**config.mk**
```make
export PLATFORM = sky130hd
export DESIGN_NAME = spike_volley_encoder
export DESIGN_NICKNAME = d
export VERILOG_FILES = /design/src/rtl/spike_volley_encoder.sv
export SDC_FILE = /design/constraint.sdc
export NUM_CORES = 1
export LEC_CHECK = 0
export CAP_MARGIN = 20
export CORE_MARGIN = 4
export CORE_UTILIZATION = 57
export DETAILED_ROUTE_END_ITERATION = 10
export DONT_BUFFER_PORTS = 1
export PLACE_DENSITY = 0.73
export SYNTH_ARGS = -nofsm -noshare
export SYNTH_HDL_FRONTEND = slang
export SYNTH_SLANG_ARGS = --single-unit
```
**constraint.sdc**
```tcl
create_clock -name clk -period 2.3 [get_ports clk]
set_input_delay 0.23 -clock clk [delete_from_list [all_inputs] [get_ports clk]]
set_output_delay 0.23 -clock clk [all_outputs]
set_load 0.005 [all_outputs]
```
**src/rtl/spike_volley_encoder.sv**
```systemverilog
// Temporal spike volley encoder: accepts a volley of per-line spike times and
// replays it as active-low, level-held spike lines over one gamma period.
// A one-deep pending buffer lets the next volley start with no idle cycle.
module spike_volley_encoder #(
  parameter int unsigned NUM_LINES    = 8,
  parameter int unsigned TIME_BITS    = 3,
  parameter int unsigned GAMMA_CYCLES = 8
) (
  input  logic                              clk,
  input  logic                              rst_n,
  input  logic                              in_valid,
  output logic                              in_ready,
  input  logic [NUM_LINES*TIME_BITS-1:0]    in_times,
  input  logic [NUM_LINES-1:0]              in_mask,
  output logic [NUM_LINES-1:0]              out_spikes,
  output logic                              clear,
  output logic [$clog2(GAMMA_CYCLES)-1:0]   timestep,
  output logic                              busy,
  output logic                              period_done
);

  localparam int unsigned TsW = $clog2(GAMMA_CYCLES);
  localparam logic [TsW-1:0] LastTs = TsW'(GAMMA_CYCLES - 1);

  typedef enum logic [0:0] {StIdle, StRun} state_e;

  state_e                           state_q, state_d;
  logic [TsW-1:0]                   ts_q, ts_d;
  logic [NUM_LINES*TIME_BITS-1:0]   act_times_q, act_times_d;
  logic [NUM_LINES-1:0]             act_mask_q, act_mask_d;
  logic [NUM_LINES*TIME_BITS-1:0]   pend_times_q, pend_times_d;
  logic [NUM_LINES-1:0]             pend_mask_q, pend_mask_d;
  logic                             pend_valid_q, pend_valid_d;
  logic [NUM_LINES-1:0]             spikes_q, spikes_d;
  logic                             clear_q, clear_d;
  logic                             done_q, done_d;
  logic                             xfer;

  // Ready depends on state only so the producer never sees a combinational loop.
  assign in_ready = (state_q == StIdle) || !pend_valid_q;
  assign xfer     = in_valid && in_ready;

  // Next-state: timestep sequencing, pending capture and volley selection at wrap.
  always_comb begin
    state_d      = state_q;
    ts_d         = ts_q;
    act_times_d  = act_times_q;
    act_mask_d   = act_mask_q;
    pend_times_d = pend_times_q;
    pend_mask_d  = pend_mask_q;
    pend_valid_d = pend_valid_q;
    case (state_q)
      StIdle: begin
        if (xfer) begin
          state_d     = StRun;
          ts_d        = '0;
          act_times_d = in_times;
          act_mask_d  = in_mask;
        end
      end
      StRun: begin
        if (ts_q != LastTs) begin
          ts_d = ts_q + 1'b1;
          if (xfer) begin
            pend_times_d = in_times;
            pend_mask_d  = in_mask;
            pend_valid_d = 1'b1;
          end
        end else begin
          ts_d = '0;
          if (pend_valid_q) begin
            // in_ready is low here, so no transfer competes with the promotion.
            act_times_d  = pend_times_q;
            act_mask_d   = pend_mask_q;
            pend_valid_d = 1'b0;
          end else if (xfer) begin
            act_times_d = in_times;
            act_mask_d  = in_mask;
          end else begin
            state_d = StIdle;
          end
        end
      end
      default: begin
        state_d = StIdle;
      end
    endcase
  end

  // Registered outputs derived from the upcoming state so they align with timestep.
  always_comb begin
    spikes_d = '1;
    clear_d  = 1'b0;
    done_d   = 1'b0;
    if (state_d == StRun) begin
      clear_d = (ts_d == '0);
      done_d  = (ts_d == LastTs);
      for (int i = 0; i < NUM_LINES; i++) begin
        spikes_d[i] = !(act_mask_d[i] &&
                        (32'(act_times_d[i*TIME_BITS +: TIME_BITS]) <= 32'(ts_d)));
      end
    end
  end

  // State and output registers; reset aborts any volley and drops pending.
  always_ff @(posedge clk or negedge rst_n) begin
    if (!rst_n) begin
      state_q      <= StIdle;
      ts_q         <= '0;
      act_times_q  <= '0;
      act_mask_q   <= '0;
      pend_times_q <= '0;
      pend_mask_q  <= '0;
      pend_valid_q <= 1'b0;
      spikes_q     <= '1;
      clear_q      <= 1'b0;
      done_q       <= 1'b0;
    end else begin
      state_q      <= state_d;
      ts_q         <= ts_d;
      act_times_q  <= act_times_d;
      act_mask_q   <= act_mask_d;
      pend_times_q <= pend_times_d;
      pend_mask_q  <= pend_mask_d;
      pend_valid_q <= pend_valid_d;
      spikes_q     <= spikes_d;
      clear_q      <= clear_d;
      done_q       <= done_d;
    end
  end

  assign out_spikes  = spikes_q;
  assign clear       = clear_q;
  assign period_done = done_q;
  assign busy        = (state_q == StRun);
  assign timestep    = ts_q;

endmodule

```
==> metrics.md <==
| Metric | Value |
|---|---|
| Seq cells post-synth | `79` |
| Clk network pwr share | `14.0%` |
| Count leader, synth | `dfrtp_1` |
| Pleak | `2.25 nW` |
| Vias | `3325` |
| R2R depth | `12` |
| Worst hold-check path type | `input pin to flop` |
| Row Count | `30` |
| Area after DPL | `4510 um^2` |
| CP Capture Type | `flop` |
| Max VDD drop | `1.00 mV` |
| Endpoint required time on the critical path | `2.58 ns` |
| Vert. Die Dim | `93.6 um` |
| Clock Pin Slew Worst Setup and Hold Paths | `0.08 ns` |
| Inserted Clock Buffers | `9` |
| Pwr Density | `1620 nW/um^2` |
| Seq/Total Area, Yosys | `47.6%` |
| Area leader, netlist | `dfrtp_1` |
| DP Wirelength | `7010 um` |
| Routability cong. | `0.860` |
| Asr flop ratio synth | `100%` |
| WL/cell | `20.6 um` |
| DRC Markers | `0` |
| Vias per cell | `6.15` |
| Crit share post-route | `101%` |
| Worst-margin pin slew | `0.414 ns` |
| Antenna diode count | `0` |
| Die width | `93.6 um` |
| Outcome | `finished, violations left` |
| Area growth syn-to-layout | `22.8%` |
| Placeable Area | `6940 um^2` |
| End of the worst hold path | `pend_mask_q[6]` |
| Port Buffer Count | `0` |
| Main synth FF type | `dfrtp_1` |
| Synth top cells by count | `dfrtp_1 (71), nand2_1 (37), mux2_2 (30), o21ai_0 (30), ha_1 (26)` |
| Worst endpoint data arrival time | `2.59 ns` |
| Num Clock Sinks | `79` |
| Final core utilization | `73.8%` |
| Comb pwr share | `57.0%` |
| Violated checks | `setup timing` |
| Syn_nets | `455` |
| Post-place setup slack | `-0.223 ns` |
| Flop-to-flop setup slack | `-0.01 ns` |
| Mapped Area | `4180 um^2` |
| Die ar. | `8760 um^2` |
| Antenna violations before repair | `0` |
| Final wirelength | `11200 um` |
| Power after layout | `8.32 mW` |
| Max FO, Critical Path | `6` |
| Synth area leaders | `dfrtp_1 (43%), mux2_2 (8.1%), ha_1 (7.8%)` |
| Avg Cell Area, Syn | `10.6 um^2` |
| 1st-iter DRT viols | `216` |
| Clock period minus final worst setup slack | `2.31 ns` |
| Worst-Skew Late Latency | `0.35 ns` |
| Layout cells sized above 1 | `34.2%` |
| Ports | `50` |
| Net count, final | `501` |
| Max Cap Viol | `0` |
| Number of flops mapped to enable cells by yosys | `0` |
| GRT Total Usage | `25.5%` |
| Yosys cell types | `38` |
| Relative slew margins | `72.4%` |
| Final ANT Viol Nets | `0` |
| Mapped Cells | `394` |
| Initial Utilization | `60.1%` |
| CTS tree | `yes` |
| Finish-stage setup viols | `1` |
| Worst r2r src | `timestep[0]` |
| Hold Crit Depth | `1` |
| Startpoint type of the worst setup path | `flop` |
| Hold slack | `0.0113 ns` |
| Drt pass-1 iters | `4` |
| Max clock buf depth | `2` |
| H-tree depth | `3` |
| Largest net degree at the start of global routing | `80` |
| Worst R2R End | `out_spikes[2]` |
| Worst setup margin | `-0.0148 ns` |
| Flop pwr share | `29.0%` |
| Post-route cell area | `5130 um^2` |
| Sw Ratio | `38.3%` |
| Worst hold start | `in_mask[6]` |
| Grt ovf | `0` |
| Yosys warning count | `0` |
| Worst Skew | `0.00856 ns` |
| RSZ-0062 raised after global routing | `true` |
| Switching Power | `3.19 mW` |
| Crit path kind | `flop to flop` |
| Hold Fails Final Rpt | `0` |
| Max Clk Rate | `0.432 GHz` |
| Post-synth top area share | `42.6%` |
| First-pass GRT wire length | `17100 um` |
| Clock root buffer | `clkbuf_8` |
| P_int | `5.14 mW` |
| Number of global-route vias before repair | `3430` |
| Slew Viols, Final | `0` |
## cell type report
type                    instances  area [um^2]
multi-input cells             272         2180
flip-flops and latches         79         1990
fillers                       465         1820
repair buffers                 61          552
clock buffers                  13          159
well taps                      96          120
clock inverters                 3         65.1
inverters                      17         63.8
## how the worst max path moves through the flow
stage,start,endpoint,slack (ns)
final,timestep[0],out_spikes[2],-0.01
after global placement,timestep[0],out_spikes[7],-0.17
after floorplan,timestep[0],out_spikes[1],0.02
after global routing,timestep[0],out_spikes[5],-0.18
after CTS,timestep[0],out_spikes[3],-0.008
after detailed placement,timestep[0],out_spikes[7],-0.22
## kinds of logic (layout without fill, tap and decap cells)
family,count (synthesis),count (layout),share of synthesized area [%]
AO/OA/AOI/OAI,112,112,18.1
adder cells (fa/ha/maj),26,26,7.79
buffers and inverters,43,94,5.48
flip-flops,79,79,47.6
multiplexers,36,36,9.59
AND/OR/NAND/NOR,98,98,11.4
## metrics by stage
stage,TNS (ns),cells
floorplan,0,394
global route,-0.794,541
detailed placement,-0.652,507
CTS,-0.00792,532
global placement,-0.191,507
finish,-0.0148,541
## power by group through the flow
stage / clock network, mW / registers, mW / logic, mW
after floorplan: 0 / 2.30 / 2.68
after global placement: 0 / 2.38 / 3.73
after detailed placement: 0 / 2.40 / 3.90
after CTS: 1.18 / 2.38 / 4.16
after global routing: 1.24 / 2.48 / 5.24
final: 1.17 / 2.41 / 4.74
## sequential cells by signal, indices dropped and copies added (netlist names)
name and flops:
out_spikes 8, busy 1, act_mask_q 8, act_times_q 24, pend_valid_q 1, period_done 1, clear 1, pend_times_q 24
pend_mask_q 8, timestep 3
## placed cells by master (no fill, tap or decap), drive strengths merged, types with 2 or more instances in the layout
cell      n
clkbuf   13
nand2b    2
and3      4
bufinv    2
a32o      4
dfrtp    71
nand2    40
a31oi     8
inv      17
dfstp     8
and2      2
o2bb2ai   5
o21ai    32
mux2i     4
o22ai    14
nor2     18
ha       26
a32oi    15
mux2     32
nor2b    12
nand3    16
buf      60
a21oi    10
o21a     12
a22o     10
## per-layer routing
layer  wire length (um)  track usage (%)  vias to the layer above
met5                  0                0                        -
met4                264             8.66                        0
met3                765             7.16                       23
met2               5690             43.1                      105
met1               4440             31.4                     1668
li1                   -                -                     1529
## worst max-delay path, cell delays in order, from the launching register on
cell and delay [ns]:
dfrtp_1 0.43, ha_4 0.19, ha_4 0.19, buf_6 0.14, a21boi_2 0.14, buf_6 0.13, buf_8 0.12, o2bb2ai_2 0.07
ha_1 0.29, nor2b_1 0.13, o21a_1 0.19, o21ai_2 0.12, nand3_1 0.09
## what timing repair did
action,CTS,global route
buffers inserted,8,9
pin swaps,6,21
cloned,0,1
gates resized for setup,21,42
hold endpoints to repair,79,0
endpoints found under the setup margin,6,8
hold buffers,2,0
(Power assumes the default switching activity.)
